### config.mk
export PLATFORM = sky130hd
export DESIGN_NAME = quad_encoder_gen_flat
export DESIGN_NICKNAME = d
export VERILOG_FILES = /design/src/rtl/quad_encoder_gen_pkg.sv /design/src/rtl/quad_encoder_gen_if.sv /design/src/rtl/quad_encoder_gen_prescaler.sv /design/src/rtl/quad_encoder_gen.sv /design/src/flat_wrapper.sv
export SDC_FILE = /design/constraint.sdc
export NUM_CORES = 1
export LEC_CHECK = 0
export ABC_AREA = 1
export CORE_UTILIZATION = 50
export CTS_BUF_LIST = sky130_fd_sc_hd__clkbuf_8
export DETAILED_ROUTE_END_ITERATION = 10
export HOLD_SLACK_MARGIN = 0.05
export PLACE_DENSITY = 0.85
export SLEW_MARGIN = 10
export SYNTH_ARGS = -nofsm -noshare
export SYNTH_HDL_FRONTEND = slang
export SYNTH_SLANG_ARGS = --single-unit
### constraint.sdc
create_clock -name clk -period 2.8 [get_ports clk]
set_input_delay 0.56 -clock clk [delete_from_list [all_inputs] [get_ports clk]]
set_output_delay 0.56 -clock clk [all_outputs]
set_load 0.01 [all_outputs]
### src/rtl/quad_encoder_gen_pkg.sv
// Shared types and Gray-code helpers for the quadrature encoder emulator.
// Defines the command/direction enum and the CW/CCW Gray successor functions.
package quad_enc_pkg;

    typedef enum logic [1:0] {
        DIR_IDLE = 2'd0,
        DIR_CW   = 2'd1,
        DIR_CCW  = 2'd2
    } quad_dir_t;

    // {A,B} states in clockwise order
    localparam logic [1:0] GRAY_S0 = 2'b00;
    localparam logic [1:0] GRAY_S1 = 2'b10;
    localparam logic [1:0] GRAY_S2 = 2'b11;
    localparam logic [1:0] GRAY_S3 = 2'b01;

    function automatic logic [1:0] gray_next_cw(input logic [1:0] ab);
        case (ab)
            GRAY_S0: gray_next_cw = GRAY_S1;
            GRAY_S1: gray_next_cw = GRAY_S2;
            GRAY_S2: gray_next_cw = GRAY_S3;
            default: gray_next_cw = GRAY_S0;
        endcase
    endfunction

    function automatic logic [1:0] gray_next_ccw(input logic [1:0] ab);
        case (ab)
            GRAY_S0: gray_next_ccw = GRAY_S3;
            GRAY_S3: gray_next_ccw = GRAY_S2;
            GRAY_S2: gray_next_ccw = GRAY_S1;
            default: gray_next_ccw = GRAY_S0;
        endcase
    endfunction

    function automatic quad_dir_t decode_cmd(input logic horario, input logic antihorario);
        if (horario && !antihorario)
            decode_cmd = DIR_CW;
        else if (antihorario && !horario)
            decode_cmd = DIR_CCW;
        else
            decode_cmd = DIR_IDLE;
    endfunction

endpackage

### src/rtl/quad_encoder_gen_if.sv
// Request/quadrature bundle between the direction logic and the encoder emulator.
// slave = encoder side (consumes requests), master = requester/observer side.
interface quad_encoder_gen_if #(
    parameter int POS_W = 16
);
    logic             horario;
    logic             antihorario;
    logic             A;
    logic             B;
    logic [POS_W-1:0] position;
    logic             dir;
    logic             step_pulse;
    logic             Z;

    modport master (
        output horario, antihorario,
        input  A, B, position, dir, step_pulse, Z
    );

    modport slave (
        input  horario, antihorario,
        output A, B, position, dir, step_pulse, Z
    );
endinterface

### src/rtl/quad_encoder_gen_prescaler.sv
// Step-rate prescaler: counts 0..STEP_DIV-1 while running, ticks on the terminal count.
// clear restarts the count without producing a tick on that edge.
module quad_step_prescaler #(
    parameter int STEP_DIV = 4
) (
    input  logic clk,
    input  logic rst_n,
    input  logic run,
    input  logic clear,
    output logic tick
);
    localparam int CNT_W = (STEP_DIV > 1) ? $clog2(STEP_DIV) : 1;
    localparam logic [CNT_W-1:0] CNT_MAX = CNT_W'(STEP_DIV - 1);

    logic [CNT_W-1:0] cnt;

    assign tick = run && !clear && (cnt == CNT_MAX);

    always_ff @(posedge clk) begin
        if (!rst_n)
            cnt <= '0;
        else if (!run || clear || tick)
            cnt <= '0;
        else
            cnt <= cnt + CNT_W'(1);
    end
endmodule

### src/rtl/quad_encoder_gen.sv
// Quadrature encoder emulator: Gray A/B generation, wrapping position and step strobe.
// Optional index output Z is built only when QUAD_ENC_INDEX_EN is defined.
module quad_encoder_gen
    import quad_enc_pkg::*;
#(
    parameter int STEP_DIV = 4,
    parameter int CPR      = 1024,
    parameter int POS_W    = 16
) (
    input logic              clk,
    input logic              rst_n,
    quad_encoder_gen_if.slave enc
);
    localparam logic [POS_W-1:0] POS_MAX = POS_W'(CPR - 1);

    quad_dir_t        cmd;
    quad_dir_t        cmd_q;
    logic             run;
    logic             clear;
    logic             tick;
    logic [1:0]       ab_q;
    logic [1:0]       ab_d;
    logic [POS_W-1:0] pos_q;
    logic [POS_W-1:0] pos_d;
    logic             dir_q;
    logic             dir_d;
    logic             pulse_q;

    assign cmd = decode_cmd(enc.horario, enc.antihorario);
    assign run = (cmd != DIR_IDLE);
    // A direct CW<->CCW reversal restarts the step interval
    assign clear = ((cmd == DIR_CW) && (cmd_q == DIR_CCW)) ||
                   ((cmd == DIR_CCW) && (cmd_q == DIR_CW));

    quad_step_prescaler #(
        .STEP_DIV(STEP_DIV)
    ) u_prescaler (
        .clk  (clk),
        .rst_n(rst_n),
        .run  (run),
        .clear(clear),
        .tick (tick)
    );

    always_comb begin
        ab_d  = ab_q;
        pos_d = pos_q;
        dir_d = dir_q;
        if (tick) begin
            if (cmd == DIR_CW) begin
                ab_d  = gray_next_cw(ab_q);
                pos_d = (pos_q == POS_MAX) ? '0 : pos_q + POS_W'(1);
                dir_d = 1'b1;
            end else begin
                ab_d  = gray_next_ccw(ab_q);
                pos_d = (pos_q == '0) ? POS_MAX : pos_q - POS_W'(1);
                dir_d = 1'b0;
            end
        end
    end

    always_ff @(posedge clk) begin
        if (!rst_n) begin
            cmd_q   <= DIR_IDLE;
            ab_q    <= GRAY_S0;
            pos_q   <= '0;
            dir_q   <= 1'b0;
            pulse_q <= 1'b0;
        end else begin
            cmd_q   <= cmd;
            ab_q    <= ab_d;
            pos_q   <= pos_d;
            dir_q   <= dir_d;
            pulse_q <= tick;
        end
    end

    assign enc.A          = ab_q[1];
    assign enc.B          = ab_q[0];
    assign enc.position   = pos_q;
    assign enc.dir        = dir_q;
    assign enc.step_pulse = pulse_q;

`ifdef QUAD_ENC_INDEX_EN
    logic z_q;

    always_ff @(posedge clk) begin
        if (!rst_n)
            z_q <= 1'b0;
        else
            z_q <= tick && (pos_d == '0);
    end

    assign enc.Z = z_q;
`else
    assign enc.Z = 1'b0;
`endif
endmodule
### src/flat_wrapper.sv
// flat-port wrapper written by rule: the top's interface ports become plain ports
module quad_encoder_gen_flat import quad_enc_pkg::*;
#(
    parameter int STEP_DIV = 4,
    parameter int CPR      = 1024,
    parameter int POS_W    = 16
)
  (clk, rst_n, enc_horario, enc_antihorario, enc_A, enc_B, enc_position, enc_dir, enc_step_pulse, enc_Z);
  quad_encoder_gen_if #(.POS_W(POS_W)) enc_i ();
  input logic clk;
  input logic rst_n;
  input wire logic [$bits(enc_i.horario)-1:0] enc_horario;
  input wire logic [$bits(enc_i.antihorario)-1:0] enc_antihorario;
  output wire logic [$bits(enc_i.A)-1:0] enc_A;
  output wire logic [$bits(enc_i.B)-1:0] enc_B;
  output wire logic [$bits(enc_i.position)-1:0] enc_position;
  output wire logic [$bits(enc_i.dir)-1:0] enc_dir;
  output wire logic [$bits(enc_i.step_pulse)-1:0] enc_step_pulse;
  output wire logic [$bits(enc_i.Z)-1:0] enc_Z;
  assign enc_i.horario = enc_horario;
  assign enc_i.antihorario = enc_antihorario;
  assign enc_A = enc_i.A;
  assign enc_B = enc_i.B;
  assign enc_position = enc_i.position;
  assign enc_dir = enc_i.dir;
  assign enc_step_pulse = enc_i.step_pulse;
  assign enc_Z = enc_i.Z;
  quad_encoder_gen #(.STEP_DIV(STEP_DIV), .CPR(CPR), .POS_W(POS_W)) u_core (.clk(clk), .rst_n(rst_n), .enc(enc_i));
endmodule
==> results of run 1 <==
-- cells in the mapped netlist (all sizes together) --
cell,instances,share of area
clkbuf,2,0.0037
dfxtp,24,0.24
nor3,2,0.0074
or2,1,0.0031
xor2,2,0.0086
a31oi,1,0.0031
ha,6,0.037
conb,1,0.0018
o21ai,16,0.039
inv,45,0.083
nand4,8,0.025
nand3,54,0.14
buf,10,0.036
nand2,88,0.17
a211oi,1,0.0037
nor2,61,0.15
xnor2,1,0.0043
a21oi,16,0.047
-- area by class of cell --
class                      count  area (um2)
tap                           48        60.1
clock inverter                 1        30.0
multi-input combinational    258        1310
inverter                      45         169
fill                         356        1460
clock buffer                   3        41.3
timing repair buffer          26         253
sequential                    24         480
-- critical path: stages --
cell and delay [ns]:
clkdlybuf4s50_1 0.48, inv_1 0.05, ha_1 0.27, inv_1 0.07, nand3_1 0.11, nor2_2 0.09
buf_4 0.30, nand2_1 0.15, nand3_1 0.10, a21oi_2 0.05
-- how the worst max path moves through the flow --
stage / start / endpoint / slack (ns)
2_1_floorplan: enc_antihorario / u_core.enc.position[1]$_SDFFE_PN0P_ / 1.11
3_3_place_gp: enc_antihorario / u_core.enc.position[9]$_SDFFE_PN0P_ / 0.47
3_5_place_dp: enc_antihorario / u_core.enc.position[7]$_SDFFE_PN0P_ / 0.43
4_1_cts: enc_antihorario / u_core.enc.position[9]$_SDFFE_PN0P_ / 0.72
5_1_grt: enc_antihorario / u_core.enc.position[7]$_SDFFE_PN0P_ / 0.57
6_report: enc_antihorario / u_core.enc.position[9]$_SDFFE_PN0P_ / 0.72
-- report_power, final --
part,internal (mW),leakage [nW],switching [mW]
combinational,0.0355,0.869,0.0647
sequential,0.347,0.194,0.00611
clock,0.192,0.0357,0.123
total,0.574,1.10,0.194
-- layout by cell type (no fill, tap or decap), types with 6 or more instances in the layout --
cell type / count
nand3_1: 49
o21ai_0: 14
nor2_2: 11
a21oi_1: 14
inv_1: 41
clkdlybuf4s50_1: 23
ha_1: 6
nand4_1: 8
nand2_1: 85
dfxtp_1: 24
nor2_1: 44
nor2_4: 6
-- logic make-up after synthesis --
| logic type | after synthesis | synth area share |
|---|---|---|
| and+or+nand+nor | 214 | 0.498 |
| AOI/OAI and AO/OA | 34 | 0.0926 |
| xor gates and xnor gates | 3 | 0.0129 |
| buffers and inverters | 57 | 0.122 |
| DFF | 24 | 0.236 |
| other | 1 | 0.00184 |
| adders and majority gates | 6 | 0.0368 |
-- registers in the layout, summed over array words and instances, names as in the netlist --
signal and count:
u_core.ab_q 2, u_core.cmd_q 2, u_core.enc.dir 1, u_core.enc.position 16, u_core.enc.step_pulse 1, u_core.u_prescaler.cnt 2
-- metal layers --
layer  routed length (um)  vias up  share of wire
met2                 2250       77           0.46
met1                 2170      949           0.44
met3                  392        8          0.080
li1                     -     1115              -
met4                   61        0          0.013
met5                    0        -              0
-- through the flow --
| step | power, mW | cells |
|---|---|---|
| 5_1_grt | 0.804 | 405 |
| 2_1_floorplan | 0.436 | 339 |
| 3_3_place_gp | 0.458 | 401 |
| 6_report | 0.768 | 405 |
| 3_5_place_dp | 0.460 | 401 |
| 4_1_cts | 0.773 | 405 |
==> impl_metrics.csv, run 1 <==
group,metric,value,unit
finish,diodes,0,
clock_tree,cts.sinks,24,
clock_tree,clk_latency,0.28,ns
routing,first_iter_violations,190,
yosys,postSynthCellCount,339,
routing,viasPerCell,5.31,
hold_path,hold_depth,1,
timing,max_freq,480,MHz
clock_tree,clk_path_buf_depth,2,
yosys,ys_ff_latch,24,
grt,grt_pass1_wl,8.31,mm
timing,finalCriticalPeriod,2.08,ns
yosys,ys_seq_area_frac,0.236,
timing,hold_viol_final,0,
routing,final_antenna_net_count,0,
hold_path,hp-class,"register to register",
die,row_count,22,
yosys,synth_fp_nets,349,
grt,grt_use_met1,0.319,
die,core_area,3800,um2
run_status,status,"finished, final reports clean",
hold_path,whs_endpoint,"u_core.u_prescaler.cnt[0]$_SDFF_PP0_",
setup_path,critPathMaxFanout,29,
yosys,syn_area,2040,um2
clock_tree,cts_made_buffers,3,
die,fp.dieArea,4340,um2
yosys,ys_types,31,
timing,fin_ws,0.716,ns
routing,vias,2149,
clock_tree,cts_resized,0,
routing,drc_errors,0,
timing,slew_headroom,0.619,
clock_tree,cts_tree,"built",
timing,setup_violations,0,
setup_path,endpoint_kind,"register",
power_and_ir_drop,cellPowerDensity,328,nW/um2
timing,skew,0.0151,ns
grt,grt-ovfl-total,0,
grt,grt_start_max_net_pins,30,
setup_path,r2r-end,"u_core.enc.position[10]$_SDFFE_PN0P_",
finish,layout-area-overhead-vs-synth,14.9,%
setup_path,reg2regPathDepth,10,
setup_path,r2r_start,"u_core.enc.position[0]$_SDFFE_PN0P_",
finish,design_area,2340,um2
yosys,ys_warn_count,0,
finish,drive_gt1_frac,0.112,
power_and_ir_drop,p_leak,1.10,nW
grt,grt_use_total,0.245,
yosys,synth.avg_cell_area,6.02,um2
clock_tree,htreeDepth,1,
timing,drv_slew,0,
finish,fin_util,0.617,
placed_design,place_ws,0.432,ns
clock_tree,postCtsSetupBuffers,0,
timing,setup_tns,0,ns
timing,holdWs,0.426,ns
die,start_util,0.537,
die,die_h,65.9,um
finish,fin_nets,368,
timing,fin_crit_sh,0.744,
placed_design,post_dp_cell_area,2270,um2
grt,grt_pass1_vias,1897,
setup_path,start_kind,"input pin",
routing,firstDrtPassIters,4,
die,die_x,65.9,um
grt,use_met2,0.408,
grt,gr-max-usage-layer,"met2",
timing,max_slew.worst_pin.slew,0.571,ns
setup_path,rrSetupSlack,1.18,ns
die,pin_count,25,
job,drv_cap,0,
routing,totalWireLength,4.87,mm
grt,use_met3,0.0259,
power_and_ir_drop,vdd_drop_max,0.206,mV
hold_path,hp-start,"u_core.u_prescaler.cnt[0]$_SDFF_PP0_",
grt,antenna_found_initial,0,
routing,wl_per_cell,12.0,um
clock_tree,clk_pin_slew_worst_paths,0.10,ns
placed_design,hpwl,3.65,mm
clock_tree,cts-hold-fix-buffers,0,
setup_path,path_class,"input pin to register",
placed_design,gp_congestion,0.926,
setup_path,worst-endpoint-required,2.94,ns
clock_tree,root_buffer,"clkbuf_8",
timing,rsz0062_at_grt,"false",
setup_path,cp_data_arrival_time,2.23,ns
placed_design,port_buffers,23,
Note: power is estimated with default switching activity, not from simulation.
==> run 2, diff against run 1 <==
- clock period: 2.8 -> 2 ns (I/O delays scaled with it)
==> run 2 against run 1 <==
Against the previous run:
- final cell count rose by 2.2%
- power rose by 30%
- setup slack got worse by 0.62 ns
- routed wire length rose by 16%
- largest power group unchanged
- sequential share of layout area fell by 1.1 points
- clock power rose by 10%
- sequential power rose by 40%
==> impl_metrics.csv, run 2 (same netlist as run 1, synthesis figures left out) <==
group,metric,value,unit
run_status,status,"finished, final reports clean",
setup_path,endpoint_kind,"register",
timing,rsz0062_at_grt,"false",
timing,drv_slew,0,
grt,grt_start_max_net_pins,24,
finish,fin_nets,377,
timing,skew,0.00447,ns
placed_design,port_buffers,23,
hold_path,hp-class,"register to register",
setup_path,path_class,"input pin to register",
setup_path,start_kind,"input pin",
clock_tree,htreeDepth,1,
timing,setup_violations,0,
power_and_ir_drop,cellPowerDensity,403,nW/um2
clock_tree,cts_made_buffers,3,
hold_path,hold_depth,1,
grt,antenna_found_initial,0,
clock_tree,root_buffer,"clkbuf_8",
finish,mostFrequentLayoutCell,"nand2_1",
routing,final_antenna_net_count,0,
timing,fin_crit_sh,0.952,
setup_path,rrSetupSlack,0.40,ns
hold_path,hp-start,"u_core.u_prescaler.cnt[0]$_SDFF_PP0_",
grt,grt_pass1_vias,2056,
finish,layout-area-overhead-vs-synth,21.5,%
die,start_util,0.537,
setup_path,r2r_start,"u_core.enc.position[8]$_SDFFE_PN0P_",
setup_path,reg2regPathDepth,7,
routing,firstDrtPassIters,4,
setup_path,cp_data_arrival_time,2.10,ns
timing,hold_viol_final,0,
finish,final_cell_mix,"85 x nand2_1, 47 x nand3_1, 44 x nor2_1",
routing,vias,2236,
job,drv_cap,0,
placed_design,dp.cells,408,
finish,largest_reg_flops,16,
placed_design,gp_congestion,0.900,
die,die_x,65.9,um
timing,fin_ws,0.0968,ns
routing,drc_errors,0,
setup_path,r2r-end,"u_core.enc.position[5]$_SDFFE_PN0P_",
die,core_area,3800,um2
timing,max_freq,525,MHz
clock_tree,postCtsSetupBuffers,0,
die,row_count,22,
grt,grt-ovfl-total,0,
timing,holdWs,0.434,ns
timing,finalCriticalPeriod,1.90,ns
hold_path,whs_endpoint,"u_core.u_prescaler.cnt[0]$_SDFF_PP0_",
grt,grt_pass1_wl,9.18,mm
die,pin_count,25,
die,die_h,65.9,um
setup_path,critPathSlowestCell,"clkdlybuf4s50_1",
setup_path,critPathMaxFanout,6,
grt,grt_use_total,0.274,
power_and_ir_drop,vdd_drop_max,0.337,mV
setup_path,timing.critical_path.slowest_cell_delay,0.48,ns
clock_tree,cts_tree,"built",
die,fp.dieArea,4340,um2
clock_tree,clk_pin_slew_worst_paths,0.09,ns
power_and_ir_drop,finalPower,998,uW
setup_path,worst-endpoint-required,2.20,ns
finish,nFillCells,355,
clock_tree,cts.sinks,24,
placed_design,place_ws,-0.192,ns
clock_tree,clk_latency,0.27,ns
finish,finalNonFillerCells,414,
clock_tree,clk_path_buf_depth,2,
routing,viasPerCell,5.40,
placed_design,hpwl,4.13,mm
setup_path,path_cells,"clkdlybuf4s50_1, inv_1, ha_1, inv_2, nand3_2, nor2_4, buf_12, buf_4, nor2_1, a211oi_2",
finish,diodes,0,
routing,totalWireLength,5.65,mm
finish,drive_gt1_frac,0.148,
routing,wl_per_cell,13.6,um
power_and_ir_drop,p_leak,1.16,nW
routing,first_iter_violations,193,
-- run 2: changes by cell type in the layout (fill, tap and decap cells not counted), moves of 2 or more --
cell and change:
buf_12 +2, buf_4 +5, clkbuf_16 +2, nand3_1 -2, nand3_2 +2
-- run 2: critical path: cells and delay by family --
family          cells  cell delay (ns)
fa+ha+maj           1             0.29
buf+inv             5             0.88
simple gates        3             0.39
compound gates      1             0.14
-- run 2: final cells by class --
cell class	count	area, um2	area share
Sequential cell	24	480	0.194
Timing Repair Buffer	35	380	0.153
Inverter	45	169	0.0681
Clock buffer	4	55.1	0.0222
Multi-Input combinational cell	258	1330	0.538
Tap cell	48	60.1	0.0242
-- run 2: worst max path at each step --
stage	slack, ns	endpoint	from
floorplan	0.47	u_core.enc.position[1]$_SDFFE_PN0P_	enc_antihorario
global placement	-0.07	u_core.enc.position[4]$_SDFFE_PN0P_	enc_horario
detailed placement	-0.19	u_core.ab_q[1]$_SDFFE_PN0P_	enc_antihorario
global route	0.01	u_core.ab_q[0]$_SDFFE_PN0P_	enc_antihorario
CTS	0.09	u_core.ab_q[1]$_SDFFE_PN0P_	enc_antihorario
finish	0.1	u_core.ab_q[1]$_SDFFE_PN0P_	enc_antihorario
-- run 2: through the flow --
stage / utilization / setup TNS (ns) / instance area, um2
6_report: 0.653 / 0 / 2480
3_5_place_dp: 0.619 / -2.58 / 2350
2_1_floorplan: - / 0 / 2040
5_1_grt: 0.653 / 0 / 2480
4_1_cts: 0.633 / 0 / 2400
3_3_place_gp: 0.619 / -0.712 / 2350
-- run 2: timing repair --
item | in CTS | in global routing
endpoints found under the hold margin | 0 | 0
hold buffers | 0 | 0
gates resized for setup | 0 | 6
endpoints found under the setup margin | 0 | 3
-- run 2: where the power goes --
| group | leakage, nW | switching [mW] | internal [mW] |
|---|---|---|---|
| clock | 0.0288 | 0.171 | 0.176 |
| sequential | 0.194 | 0.00917 | 0.485 |
| combinational | 0.936 | 0.0993 | 0.0573 |
-- run 2: metal layers --
metal | wire length, um | track usage | vias up
met5 | 0 | 0 | -
met4 | 72 | 0.101 | 0
met3 | 439 | 0.0293 | 10
met2 | 2720 | 0.457 | 99
met1 | 2420 | 0.359 | 990
li1 | - | - | 1137
